<file path="src/rtl/mic_pkg.sv">
// Shared constants and FSM encoding for the microphone peak meter.
// Latency: n/a (declarations only).
// Backpressure: n/a (declarations only).
package mic_pkg;

   // Raw ADC sample width and derived widths.
   localparam int MIC_SAMPLE_W = 12;
   localparam int AMP_W        = 11;
   localparam int LEVEL_SHIFT  = 7;
   localparam int VOLUME_W     = 5;

   // Level is the top bits of the amplitude: 11 - 7 = 4 bits, 0..15.
   localparam int LEVEL_W      = AMP_W - LEVEL_SHIFT;

   // Sample counter width; covers WINDOW up to 65535.
   localparam int CNT_W        = 16;

   typedef enum logic {
      ST_ACCUM   = 1'b0,   // collecting samples of the current window
      ST_PUBLISH = 1'b1    // one cycle: loading volume from the finished window
   } mic_state_e;

   // Larger of two amplitudes.
   function automatic logic [AMP_W-1:0] amp_max(input logic [AMP_W-1:0] a,
                                                input logic [AMP_W-1:0] b);
      return (a > b) ? a : b;
   endfunction

endpackage

</file>
<file path="src/rtl/mic_level_quant.sv">
// Amplitude extraction and level quantisation for one microphone sample.
// Latency: combinational (0 cycles).
// Backpressure: none; pure function of its inputs.
//
// Ports:
//   mic_in     - unsigned 12-bit ADC sample
//   peak       - running peak of the window so far
//   final_amp  - max(peak, |mic_in - MID|), amplitude saturated to 2047
//   level      - final_amp >> LEVEL_SHIFT, 0..15
module mic_level_quant
   import mic_pkg::*;
#(
   parameter int MID = 2048
) (
   input  logic [MIC_SAMPLE_W-1:0] mic_in,
   input  logic [AMP_W-1:0]        peak,
   output logic [AMP_W-1:0]        final_amp,
   output logic [LEVEL_W-1:0]      level
);

   localparam logic [MIC_SAMPLE_W-1:0] MID_C = MIC_SAMPLE_W'(MID);

   logic [MIC_SAMPLE_W-1:0] mag;
   logic [AMP_W-1:0]        amp;

   // Magnitude of the offset from the zero-signal code; computed from the
   // larger operand down so no signed arithmetic is needed.
   always_comb begin
      if (mic_in >= MID_C) begin
         mag = mic_in - MID_C;
      end else begin
         mag = MID_C - mic_in;
      end
   end

   // The full-scale negative swing (e.g. 0 vs 2048) is 2048, one past the
   // 11-bit range, so anything with the top bit set clips to 2047.
   assign amp       = mag[MIC_SAMPLE_W-1] ? {AMP_W{1'b1}} : mag[AMP_W-1:0];
   assign final_amp = amp_max(peak, amp);
   assign level     = final_amp[AMP_W-1:LEVEL_SHIFT];

endmodule

</file>
<file path="src/rtl/mic_peak_meter.sv">
// Windowed peak meter: tracks the largest |sample - MID| over WINDOW accepted
// samples and publishes a 0..15 volume level once per window.
// Latency: volume/volume_valid update 2 clocks after the last sample's strobe.
// Backpressure: none; every strobed sample is accepted, including during publish.
//
// Ports:
//   clk, rst_n    - clock, asynchronous active-low reset
//   en            - meter enable; low clears all measurement state
//   sample_valid  - single-cycle strobe qualifying mic_in
//   mic_in        - unsigned 12-bit ADC sample
//   volume        - current level 0..15 (bit 4 always 0), held between publishes
//   volume_valid  - one-cycle pulse when volume is updated
//   peak          - running peak amplitude of the current window (debug)
//
// Build option: define MIC_PEAK_HOLD_EN for peak-hold display behaviour, where
// a quieter window only lets the volume fall by one step per publish.
module mic_peak_meter
   import mic_pkg::*;
#(
   parameter int WINDOW = 4000,
   parameter int MID    = 2048
) (
   input  logic                    clk,
   input  logic                    rst_n,
   input  logic                    en,
   input  logic                    sample_valid,
   input  logic [MIC_SAMPLE_W-1:0] mic_in,
   output logic [VOLUME_W-1:0]     volume,
   output logic                    volume_valid,
   output logic [AMP_W-1:0]        peak
);

   localparam logic [CNT_W-1:0] LAST_CNT = CNT_W'(WINDOW - 1);

   mic_state_e           state_q, state_d;
   logic [CNT_W-1:0]     cnt_q, cnt_d;
   logic [AMP_W-1:0]     peak_q, peak_d;
   logic [LEVEL_W-1:0]   level_q, level_d;
   logic [VOLUME_W-1:0]  volume_q, volume_d;
   logic                 volume_valid_q, volume_valid_d;

   logic [AMP_W-1:0]     final_amp;
   logic [LEVEL_W-1:0]   level;
   logic [VOLUME_W-1:0]  level_ext;
   logic [VOLUME_W-1:0]  new_volume;
   logic                 accept;
   logic                 last_sample;

   mic_level_quant #(
      .MID       (MID)
   ) u_quant (
      .mic_in    (mic_in),
      .peak      (peak_q),
      .final_amp (final_amp),
      .level     (level)
   );

   assign accept      = en & sample_valid;
   assign last_sample = accept && (cnt_q == LAST_CNT);

   // Level of the window just closed, widened to the volume port.
   assign level_ext = {{(VOLUME_W - LEVEL_W){1'b0}}, level_q};

`ifdef MIC_PEAK_HOLD_EN
   // Rise immediately, fall by at most one step per window.
   assign new_volume = (level_ext >= volume_q) ? level_ext : (volume_q - 1'b1);
`else
   assign new_volume = level_ext;
`endif

   // Next-state and output logic.
   always_comb begin
      state_d        = state_q;
      cnt_d          = cnt_q;
      peak_d         = peak_q;
      level_d        = level_q;
      volume_d       = volume_q;
      volume_valid_d = 1'b0;

      if (!en) begin
         // Disable wins over everything, including a last sample in the
         // same cycle: the window is dropped and nothing is published.
         state_d  = ST_ACCUM;
         cnt_d    = '0;
         peak_d   = '0;
         level_d  = '0;
         volume_d = '0;
      end else begin
         case (state_q)
            ST_ACCUM: begin
               if (last_sample) begin
                  state_d = ST_PUBLISH;
               end
            end
            ST_PUBLISH: begin
               state_d        = ST_ACCUM;
               volume_d       = new_volume;
               volume_valid_d = 1'b1;
            end
            default: begin
               state_d = ST_ACCUM;
            end
         endcase

         // Sample accumulation runs independently of the FSM so that a
         // sample arriving during PUBLISH opens the next window.
         if (accept) begin
            if (last_sample) begin
               // The closing sample is folded into the level here; peak
               // restarts from zero for the next window at this same edge.
               cnt_d   = '0;
               peak_d  = '0;
               level_d = level;
            end else begin
               cnt_d  = cnt_q + 1'b1;
               peak_d = final_amp;
            end
         end
      end
   end

   always_ff @(posedge clk or negedge rst_n) begin
      if (!rst_n) begin
         state_q        <= ST_ACCUM;
         cnt_q          <= '0;
         peak_q         <= '0;
         level_q        <= '0;
         volume_q       <= '0;
         volume_valid_q <= 1'b0;
      end else begin
         state_q        <= state_d;
         cnt_q          <= cnt_d;
         peak_q         <= peak_d;
         level_q        <= level_d;
         volume_q       <= volume_d;
         volume_valid_q <= volume_valid_d;
      end
   end

   assign volume       = volume_q;
   assign volume_valid = volume_valid_q;
   assign peak         = peak_q;

endmodule

</file>
<file path="config.mk">
export PLATFORM = sky130hd
export DESIGN_NAME = mic_peak_meter
export DESIGN_NICKNAME = d
export VERILOG_FILES = /design/src/rtl/mic_pkg.sv /design/src/rtl/mic_level_quant.sv /design/src/rtl/mic_peak_meter.sv
export SDC_FILE = /design/constraint.sdc
export NUM_CORES = 1
export LEC_CHECK = 0
export ABC_AREA = 0
export CAP_MARGIN = 20
export CORE_UTILIZATION = 54
export CTS_CLUSTER_DIAMETER = 120
export DETAILED_ROUTE_END_ITERATION = 10
export PLACE_DENSITY = 0.88
export SETUP_SLACK_MARGIN = 0.3
export SYNTH_ARGS = -nofsm -noshare
export SYNTH_HDL_FRONTEND = slang
export SYNTH_SLANG_ARGS = --single-unit
</file>
<file path="constraint.sdc">
create_clock -name clk -period 5.85 [get_ports clk]
set_clock_uncertainty 0.15 [all_clocks]
set_input_delay 0.585 -clock clk [delete_from_list [all_inputs] [get_ports clk]]
set_output_delay 0.585 -clock clk [all_outputs]
set_load 0.02 [all_outputs]
</file>
=== After elaboration in Yosys (flattened, before gate mapping) ===
Index checks and enable logic that the tools add are counted.

* Output and inout port bits: 17
* Input bits: 16
* Logic and storage cells: 41
* Flip-flop bits (word level): 38

* Reduce and logical (&&, ||, !) cells: 3
* $add $sub $neg: 3
* Order comparisons: 2
* Muxes and demuxes: 19
* Eq/ne operators: 5
* Bitwise operators: 2

{| class="wikitable"
|+ Operator list
! cell !! number
|-
| 11-bit two-way mux || 5
|-
| 16-bit two-way mux || 3
|-
| 16-bit by 1-bit adder with 16-bit output, second input constant || 1
|-
| 16-bit by 12-bit equality test with 1-bit output, second input constant || 1
|-
| 12-bit >= comparator, second input constant || 1
|-
| 12-bit two-way mux || 1
|-
| 4-bit two-way mux || 3
|-
| 12-bit subtractor, first input constant || 1
|-
| 12-bit subtractor, second input constant || 1
|-
| 11-bit greater-than comparator || 1
|-
| 5-bit two-way mux || 2
|-
| 2-bit by 1-bit != test with 1-bit output, second input constant || 3
|-
| 1-bit two-way mux || 4
|-
| 2-bit AND reduction || 2
|-
| 3-bit != test, second input constant || 1
|-
| 1-bit one-hot mux with 2 select lines || 1
|-
| 1-bit bitwise AND || 1
|-
| 1-bit logical AND || 1
|-
| 1-bit NOT || 1
|}

=== Longest topological paths before layout ===
Gate-level depths: netlist of the first run.

* Depth after elaboration: 8
* Gate-level depth with buffers: 12
* Gate-level depth less buffers: 12

=== By module ===
A second synthesis of the first run with hierarchy kept.

* Cells, all modules: 253
* Area total of the unflattened synthesis: 2406.1 um^2

{| class="wikitable"
|+ By module, submodules not included
! module !! sequential area each (um^2) !! instances !! cells each !! area an instance (um^2)
|-
| mic_peak_meter || 925.9 || 1 || 144 || 1657.8
|-
| mic_level_quant || 0.0 || 1 || 109 || 748.2
|}

=== Worst setup path after synthesis of the first run ===
Ideal clock, no wire load.

* Path type: input port to flip-flop
* From: in mic_in[0]
* To: reg peak_q[1] (netlist: peak[1])
* Arrival time: 3.782 ns
* Required time: 5.578 ns
* Slack: 1.796 ns
* Cell stages on the path: 12
* Library setup time: 0.122 ns
* Buffers on the path: 0
* Cells stage by stage: inv_1 -> ha_1 -> or4b_2 -> o41ai_1 -> xnor2_1 -> nor2_1 -> ha_1 -> a211oi_1 -> nor2_1 -> a2111oi_1 -> o21ai_1 -> a32o_1

* Cells in the longest elaborated chain, start to end: 7
* Elaborated cells on any way between the ends: 12
* Classes of those cells: 2 x add/sub; 2 x order compare; 1 x eq/ne; 6 x mux; 1 x reduce/logical

{| class="wikitable"
|+ RTL lines
! item !! line !! RTL
|-
| start: declaration || mic_peak_meter.sv:27 || <nowiki>input logic [MIC_SAMPLE_W-1:0] mic_in,</nowiki>
|-
| 12-bit subtractor (tied with other cells) || mic_level_quant.sv:32 || <nowiki>mag = MID_C - mic_in;</nowiki>
|-
| 12-bit two-way mux * || mic_level_quant.sv:29 || <nowiki>if (mic_in >= MID_C) begin</nowiki>
|-
| 11-bit two-way mux * || mic_level_quant.sv:38 || <nowiki>assign amp = mag[MIC_SAMPLE_W-1] ? {AMP_W{1'b1}} : mag[AMP_W-1:0];</nowiki>
|-
| branches (longest 4 deep; another with 11-bit greater-than comparator) || -- ||
|-
| end signal: assignment || mic_peak_meter.sv:133 || <nowiki>peak_q <= peak_d;</nowiki>
|-
| end: declaration || mic_peak_meter.sv:37 || <nowiki>logic [AMP_W-1:0] peak_q, peak_d;</nowiki>
|}

Every way passes the cells marked *. The select of a mux whose other input is x is not followed.
A chain may end at the register's enable or synchronous reset.

=== Worst setup path in the final report of the first run ===
* From: in mic_in[0]
* To: reg peak_q[4] (netlist: peak[4])

Same word-level chain as after synthesis.

==> results of run 1 <==
-- layer usage --
layer	vias up	track usage, %	part of all wire [%]
li1	987	-	-
met1	978	31.93	44
met2	48	44.75	50
met3	11	5.405	3.8
met4	0	12.77	1.4
met5	-	0	0
-- area by class of cell --
cell class | count | area [um^2]
clock buffers | 7 | 86.33
fillers | 320 | 1316
inverters | 10 | 37.54
multi-input cells | 194 | 1311
flip-flops and latches | 37 | 925.9
well taps | 50 | 62.56
repair buffers | 32 | 317.8
-- worst min path at each step --
| stage | from | end | slack (ns) | cells after the start |
|---|---|---|---|---|
| 2_1_floorplan | rst_n | cnt_q[0]$_DFFE_PN0P_ | 0.14 | 0 |
| 4_1_cts | cnt_q[15]$_DFFE_PN0P_ | cnt_q[15]$_DFFE_PN0P_ | 0.38 | 2 |
| 3_5_place_dp | cnt_q[15]$_DFFE_PN0P_ | cnt_q[15]$_DFFE_PN0P_ | 0.37 | 2 |
| 5_1_grt | cnt_q[14]$_DFFE_PN0P_ | cnt_q[14]$_DFFE_PN0P_ | 0.40 | 1 |
| 3_3_place_gp | cnt_q[15]$_DFFE_PN0P_ | cnt_q[15]$_DFFE_PN0P_ | 0.36 | 2 |
| 6_report | cnt_q[15]$_DFFE_PN0P_ | cnt_q[15]$_DFFE_PN0P_ | 0.37 | 2 |
-- critical path, cell delays in order --
cell and delay, ns:
clkdlybuf4s50_1 0.44, inv_1 0.10, ha_1 0.19, or4b_2 0.65
o41ai_1 0.33, xnor2_1 0.19, nor2_1 0.08, ha_1 0.32
a211oi_1 0.22, nor2_1 0.10, a2111oi_1 0.87, o21ai_1 0.39
a32o_1 0.37
-- per-stage QoR --
stage                     std cells  area, um^2  power [uW]  setup slack (ns)  util (%)
after global placement          323        2655       385.7             1.018     65.43
final                           330        2741       564.1             1.020     67.56
after CTS                       330        2741       566.7             1.144     67.56
after global routing            330        2741       591.3            0.7888     67.56
after detailed placement        323        2655       389.3            0.8166     65.43
after floorplan                 248        2307       341.6             1.796         -
-- state kept, by name, summed over array words and instances (netlist names) --
signal        count
peak             11
level_q           4
cnt_q            16
volume            4
volume_valid      1
state_q           1
-- cells in the mapped netlist, drive strengths merged (5+ instances only) --
cell type  number  area share [%]
dfrtp          37              40
nor2           31             5.2
nand2          16             2.6
a21oi          13             2.8
ha             13             7.1
o21ai          12             2.8
inv            10             1.6
nor3           10             2.2
xor2            9             3.4
a32o            8             3.5
nand3           8             1.7
nand4           7             1.9
xnor2           7             2.7
or3             5             1.4
-- report_power, final --
| part | switching (uW) | internal, uW |
|---|---|---|
| Combinational | 66.9 | 48.4 |
| Clock | 84.5 | 93.5 |
| Sequential | 7.71 | 263 |
-- cells by family after synthesis --
| family | Yosys count | share of synthesized area (%) |
|---|---|---|
| and+or+nand+nor | 101 | 22.94 |
| muxes | 4 | 1.735 |
| AOI/OAI and AO/OA | 59 | 18.87 |
| xor gates and xnor gates | 16 | 6.074 |
| other | 1 | 0.1625 |
| adders and majority gates | 13 | 7.050 |
| buffers and inverters | 17 | 3.037 |
| DFF | 37 | 40.13 |
==> results.ini, run 1 <==
[layout]
final_nets=309
drive_gt1_share_pct=5.357
antenna_cells=0
final_common_cell=dfrtp_1
layout_common_cells=37 x dfrtp_1, 31 x clkdlybuf4s50_1, 30 x nor2_1, 16 x nand2_1
flow.area_growth_from_synthesis_pct=18.82

[timing]
period_share_pct=82.56
finalSetupViolations=0
rsz0062_at_grt=false
setup-tns-final_ns=0
drv_slew=0
clock.fmax_ghz=0.2070
worst_slew_pin_slew_ns=1.013
relSlewSlack_pct=32.33
hold_violations=0
fin_crit_ns=4.830
whs_ns=0.3749

[yosys]
avgSynthCellArea_um2=9.303
synth-main-ff-cell=dfrtp_1
ys_seq_area_share_pct=40.13
yosys_warnings=0
netlist_instances=248
yosysUniqueCellTypes=53
syn_nets=277
syn_area_um2=2307
async_reset_ff_share_pct=100.0
synth_edf_count=0
synth-seq-cells=37

[hold_path]
worstHoldPathType=reg2reg

[run]
max_cap_viol_count=0

[place]
hpwl_um=3906
io_buffers=31
gp_congestion=0.8945

[power]
ir_drop_uv=151.2
leakage_uw=0.001171
power_density_nw_per_um2=205.8

[clock_tree]
numClockSinks=37
clk_latency_ns=0.29
path_clk_slew_ns=0.07
hold_buffers=0
numCtsBuffers=5
ctsRootBufferMaster=clkbuf_8
htreeDepth=2
cts_tree=done
cts_resized=0
post_cts_buffers=0
clock_path_buffers=2

[routing]
routed_via_density=6.133
drt-pass1-iter-count=4
drc=0
wl_per_cell_um=15.79
drt.antenna.violating_nets=0
detail_route.iter0.violations=87
vias=2024
finalWirelength_um=5212

[die]
floorplan.initialDensity_pct=56.86
die_h_um=67.37
placementRows=23
die_x_um=67.37
dieArea_um2=4538
num_io_pins=33
core_area_um2=4058

[critical_path]
r2r_slack_ns=2.84
r2r_end=peak[4]$_DFFE_PN0P_
rr_startpoint=peak[4]$_DFFE_PN0P_
startpoint=mic_in[0]
r2r.worst_path.cells=6
cp.required_ns=5.87
startpoint_type=primary input
endpoint=peak[4]$_DFFE_PN0P_
cp-end-kind=flip-flop
cp_max_fo=7
arrival_ns=4.85
path_class=in2reg

[grt]
antenna_found_initial=0
grt_max_degree=38
grt_pass1_wl_um=8866
grt_pass1_vias=2018
track_usage_pct=26.45
grt-ovfl-total=0

[outcome]
status=finished, final reports clean

(Power assumes the default switching activity.)
==> run 2, diff against run 1 <==
- CORE_UTILIZATION: 54 -> 49
- PLACE_DENSITY: 0.88 -> 0.85
- clock period: 5.85 -> 4.33 ns (I/O delays scaled with it)
==> run 2 against run 1 <==
- the run now ends with DRC left
- via count grew 3.1%
- non-clock buffer count grew 7
- combinational power grew 52%
- first-iteration DRC count grew 130%
==> results.ini, run 2 (same netlist as run 1, synthesis figures left out) <==
[outcome]
status=finished with violations
violations=DRC

[routing]
finalWirelength_um=5506  ; +5.6%
drc=6  ; +6
wl_per_cell_um=16.19  ; +2.5%
drt.antenna.violating_nets=0  ; unchanged
vias=2087  ; +3.1%
routed_via_density=6.138  ; about the same
detail_route.iter0.violations=202  ; +130%
drt-pass1-iter-count=7  ; +3

[critical_path]
cp-end-kind=flip-flop
rr_startpoint=cnt_q[13]$_DFFE_PN0P_
critPathMaxStageDelay_ns=0.52  ; -0.35 ns
cp.required_ns=4.36  ; -1.51 ns
startpoint=mic_in[0]
path_buf_inv=2  ; unchanged
r2r.worst_path.cells=5  ; -1
r2r_slack_ns=1.70  ; -1.14 ns
startpoint_type=primary input
crit_path_cell_trace=clkdlybuf4s50_1 -> inv_1 -> ha_1 -> or4b_4 -> o41ai_4 -> xnor2_1 -> nor2_1 -> ha_1 -> a211oi_1 -> nor2_1 -> a2111o_1 -> and4_1 -> a311o_1
path_class=in2reg
cp_max_fo=5  ; -2
path_depth=13  ; unchanged
r2r_end=peak[7]$_DFFE_PN0P_
endpoint=level_q[0]$_DFFE_PN0P_
crit_family=compound AO/OA/AOI/OAI gates
arrival_ns=3.82  ; -1.03 ns
critPathSlowestCell=or4b_4

[run]
max_cap_viol_count=0  ; unchanged

[layout]
final_nets=316  ; +2.3%
largest-register=cnt_q
flow.area_growth_from_synthesis_pct=23.54
drive_gt1_share_pct=10.07  ; +4.7 points
antenna_cells=0  ; unchanged
final_common_cell=dfrtp_1
layout_common_cells=37 x dfrtp_1, 31 x clkdlybuf4s50_1, 30 x nor2_1, 16 x nand2_1
largest_reg_flops=16  ; unchanged
design_area_um2=2850  ; +4.0%

[timing]
fin_ws_ns=0.5391  ; -0.4811 ns
relSlewSlack_pct=48.42  ; +16 points
hold_violations=0  ; unchanged
clock.fmax_ghz=0.2638
period_share_pct=87.55
fin_crit_ns=3.791
drv_slew=0  ; unchanged
rsz0062_at_grt=false
worst_slew_pin_slew_ns=0.7736  ; -0.2389 ns
finalSetupViolations=0  ; unchanged

[clock_tree]
clk_latency_ns=0.29  ; about the same
hold_buffers=0  ; unchanged
path_clk_slew_ns=0.07  ; about the same
numCtsBuffers=5  ; unchanged
cts_tree=done
clock_path_buffers=2  ; unchanged
numClockSinks=37  ; unchanged
htreeDepth=2  ; unchanged
ctsRootBufferMaster=clkbuf_8

[grt]
grt_max_degree=38  ; unchanged
antenna_found_initial=0  ; unchanged
track_usage_pct=23.59  ; -2.9 points
grt_pass1_vias=2071  ; +2.6%
grt-ovfl-total=0  ; unchanged
grt_pass1_wl_um=9321  ; +5.1%

[die]
placementRows=24  ; +4.3%
core_area_um2=4444  ; +9.5%
die_x_um=70.62  ; +4.8%
die_h_um=70.62  ; +4.8%
floorplan.initialDensity_pct=51.91  ; -4.9 points
dieArea_um2=4987  ; +9.9%
num_io_pins=33  ; unchanged

[power]
intPower_uw=543.7  ; +34%
power_frac_clock_pct=30.0  ; -1.6 points
switching_share_pct=29.74  ; +1.5 points
power_switching_uw=230.1  ; +45%
power_density_nw_per_um2=271.5  ; +32%
pwr-share-seq_pct=47.4  ; -0.6 points
ir_drop_uv=196.8  ; +30%
p_comb_share_pct=22.7  ; +2.3 points
leakage_uw=0.001225  ; +4.6%

[place]
gp_congestion=0.8589  ; -4.0%
place_ws_ns=-0.04586  ; -0.8625 ns
hpwl_um=3893  ; -0.33%
io_buffers=31  ; unchanged
placed_cell_area_um2=2688  ; +1.2%

[hold_path]
worstHoldPathType=reg2reg

[run 2: how the worst min path moves through the flow]
stage / depth (start not counted) / endpoint / slack (ns) / from
6_report: 2 / volume[0]$_DFFE_PN0P_ / 0.38 / volume[0]$_DFFE_PN0P_
5_1_grt: 1 / cnt_q[1]$_DFFE_PN0P_ / 0.42 / cnt_q[1]$_DFFE_PN0P_
4_1_cts: 2 / volume[0]$_DFFE_PN0P_ / 0.39 / volume[0]$_DFFE_PN0P_
3_5_place_dp: 2 / volume[2]$_DFFE_PN0P_ / 0.37 / volume[2]$_DFFE_PN0P_
3_3_place_gp: 2 / volume[1]$_DFFE_PN0P_ / 0.35 / volume[1]$_DFFE_PN0P_
2_1_floorplan: 0 / cnt_q[0]$_DFFE_PN0P_ / -0.01 / rst_n
[run 2: worst register-to-register path, delay by kind of cell (launching register included)]
family / cells / cell delay [ns]
flip-flops: 1 / 0.42
AND/OR/NAND/NOR: 3 / 1.02
AO/OA/AOI/OAI: 2 / 0.94
[run 2: through the flow]
stage / utilization, % / power [uW] / instances / setup TNS, ns / hold WS (ns)
2_1_floorplan: - / 461.5 / 248 / 0 / -0.01259
4_1_cts: 62.53 / 767.1 / 337 / 0 / 0.3873
5_1_grt: 64.13 / 813.2 / 340 / 0 / 0.4203
3_3_place_gp: 60.47 / 527.6 / 329 / 0 / 0.3515
6_report: 64.13 / 773.8 / 340 / 0 / 0.3758
3_5_place_dp: 60.47 / 532.1 / 329 / -0.2751 / 0.3656
[run 2: cell type report]
| class | count | area (um^2) |
|---|---|---|
| clock buffer | 6 | 72.57 |
| clock inverter | 2 | 10.01 |
| fill | 383 | 1594 |
| inverter | 10 | 37.54 |
| multi-input combinational | 194 | 1369 |
| sequential | 37 | 925.9 |
| tap | 52 | 65.06 |
| timing repair buffer | 39 | 370.4 |
[run 2: what timing repair did]
action                                  CTS  global route
buffers inserted                          0             3
endpoints found under the setup margin    7            15
hold endpoints to repair                  0             0
resized for setup                         2             9
pin swaps                                 0             3
[run 2: power groups by stage]
| stage | combinational (uW) | sequential (uW) | clock [uW] |
|---|---|---|---|
| after CTS | 162 | 366 | 239 |
| after global placement | 155 | 372 | 0 |
| after global routing | 194 | 367 | 252 |
| after detailed placement | 159 | 373 | 0 |
| after floorplan | 80.8 | 381 | 0 |
| final | 175 | 366 | 232 |
[run 2: metal layers]
metal	GRT usage, %	vias to the layer above	share of wire [%]
met5	0	-	0
met4	10.67	0	2.3
met3	4.131	12	4.6
met2	39.37	53	48
met1	30.22	1017	45
li1	-	1005	-
==> run 3, diff against run 2 <==
- CORE_UTILIZATION: 49 -> 34
- PLACE_DENSITY: 0.85 -> 0.65
- clock period: 4.33 -> 3.1 ns (I/O delays scaled with it)
==> run 3 against run 2 <==
- the flow still finishes with violations (DRC)
- cell count rose by 20%
- critical path depth did not move
- combinational power rose by 83%
- first-iteration DRC count fell by 48%
==> results.ini, run 3 (same netlist as run 1, synthesis figures left out) <==
[clock_tree]
numCtsBuffers=5  ; unchanged
clock_path_buffers=2  ; unchanged
clk_latency_ns=0.29  ; about the same
numClockSinks=37  ; unchanged
htreeDepth=2  ; unchanged
ctsRootBufferMaster=clkbuf_8
path_clk_slew_ns=0.07  ; about the same
cts_tree=done

[grt]
antenna_found_initial=0  ; unchanged
grt_pass1_vias=2272  ; +9.7%
grt_max_degree=38  ; unchanged
grt-ovfl-total=0  ; unchanged
grt_pass1_wl_um=10610  ; +14%
track_usage_pct=18.58  ; -5.0 points

[die]
dieArea_um2=7119  ; +43%
num_io_pins=33  ; unchanged
core_area_um2=6459  ; +45%
die_h_um=84.38  ; +19%
die_x_um=84.38  ; +19%
floorplan.initialDensity_pct=35.72  ; -16 points
placementRows=29  ; +21%

[layout]
antenna_cells=0  ; unchanged
final_util_pct=52.73  ; -11 points
final_common_cell=buf_4
fillers=590  ; +54%
layout_common_cells=46 x buf_4, 37 x dfrtp_1, 29 x nor2_1, 21 x clkdlybuf4s50_1, 14 x nand2_1
final_nets=359  ; +14%
multi_input_area_um2=1506  ; +10%
flow.area_growth_from_synthesis_pct=47.61
largest_reg_flops=16  ; unchanged
stdcell_count=408  ; +20%
drive_gt1_share_pct=30.21  ; +20 points
largest-register=cnt_q
seqCellArea_um2=925.9  ; unchanged

[timing]
rsz0062_at_grt=true
setup-tns-final_ns=0  ; unchanged
hold_violations=0  ; unchanged
fin_crit_ns=3.098
finalSetupViolations=0  ; unchanged
period_share_pct=99.95
clock.fmax_ghz=0.3228
drv_slew=0  ; unchanged
relSlewSlack_pct=43.93  ; -4.5 points
worst_slew_pin_slew_ns=0.8410  ; +0.06740 ns

[hold_path]
worstHoldPathType=reg2reg

[routing]
vias=2221  ; +6.4%
finalWirelength_um=6208  ; +13%
drt.antenna.violating_nets=0  ; unchanged
routed_via_density=5.444  ; -11%
detail_route.iter0.violations=106  ; -48%
drc=3  ; -3
wl_per_cell_um=15.22  ; -6.0%
drt-pass1-iter-count=7  ; unchanged

[outcome]
violations=DRC
status=finished with violations

[critical_path]
startpoint_type=primary input
path_class=in2reg
cp_max_fo=4  ; -1
arrival_ns=3.12  ; -0.70 ns
cp-end-kind=flip-flop
r2r_slack_ns=0.64  ; -1.06 ns
cp.required_ns=3.12  ; -1.24 ns

[power]
intPower_uw=913.5  ; +68%
power_switching_uw=348.9  ; +52%
power_uw=1262  ; +63%
pwr-share-seq_pct=40.6  ; -6.8 points
power_density_nw_per_um2=370.7  ; +37%
leakage_uw=0.001477  ; +21%
ir_drop_uv=250.0  ; +27%
p_comb_share_pct=25.4  ; +2.7 points
power_frac_clock_pct=34.0  ; +4.0 points
switching_share_pct=27.64  ; -2.1 points

[place]
io_buffers=31  ; unchanged
hpwl_um=4592  ; +18%
dp_cells=393  ; +19%
gp_congestion=0.8314  ; -3.2%

[run]
max_cap_viol_count=0  ; unchanged

[run 3: power groups by stage]
stage	registers, uW	logic [uW]	clock network [uW]
floorplan	532	130	0
global placement	521	283	0
detailed placement	521	289	0
CTS	512	317	443
global route	514	349	470
finish	513	321	429
[run 3: stage by stage]
step,cell area [um^2],hold slack (ns),worst slack (ns)
after floorplan,2402,-0.1356,-0.06114
after global placement,3102,0.2959,-0.7566
after detailed placement,3102,0.3096,-0.8254
after CTS,3385,0.3882,0.02304
after global routing,3406,0.4150,-0.1093
final,3406,0.3803,0.001666
[run 3: layout make-up]
class | count | area share [%]
multi-input combinational | 194 | 44.23
tap | 77 | 2.829
timing repair buffer | 82 | 20.61
sequential | 37 | 27.19
clock inverter | 1 | 0.8817
clock buffer | 7 | 2.535
inverter | 10 | 1.727
[run 3: critical path: stages]
cell      delay, ns
buf_12         0.11
inv_12         0.04
ha_4           0.11
or4b_4         0.50
o41ai_4        0.24
xnor2_1        0.18
nor2_1         0.09
ha_1           0.32
a211oi_2       0.22
nor2_2         0.07
a2111o_1       0.44
and4_1         0.21
a311o_1        0.26
[run 3: path summary, 6_finish.rpt]
path / from / to / cells after the start
max: mic_in[0] / level_q[0]$_DFFE_PN0P_ / 13
min: volume[1]$_DFFE_PN0P_ / volume[1]$_DFFE_PN0P_ / 2
max reg2reg: cnt_q[0]$_DFFE_PN0P_ / peak[7]$_DFFE_PN0P_ / 6
min reg2reg: volume[1]$_DFFE_PN0P_ / volume[1]$_DFFE_PN0P_ / 2
max in group asynchronous: rst_n / peak[7]$_DFFE_PN0P_ / 2
min in group asynchronous: rst_n / cnt_q[8]$_DFFE_PN0P_ / 2
[run 3: what timing repair did]
action                                  4_1_cts  5_1_grt
hold buffers                                  1        0
pin swaps                                    25       12
endpoints found under the setup margin       15       15
gates resized for setup                      56        3
buffers inserted                              5        1
endpoints found under the hold margin        21        0
[run 3: metal layers]
| metal | vias up | GRT usage [%] | part of all wire (%) |
|---|---|---|---|
| met4 | 0 | 5.701 | 0.56 |
| met5 | - | 0 | 0 |
| met1 | 1086 | 22.88 | 44 |
| met2 | 43 | 33.46 | 52 |
| met3 | 4 | 2.950 | 3.3 |
| li1 | 1088 | - | - |
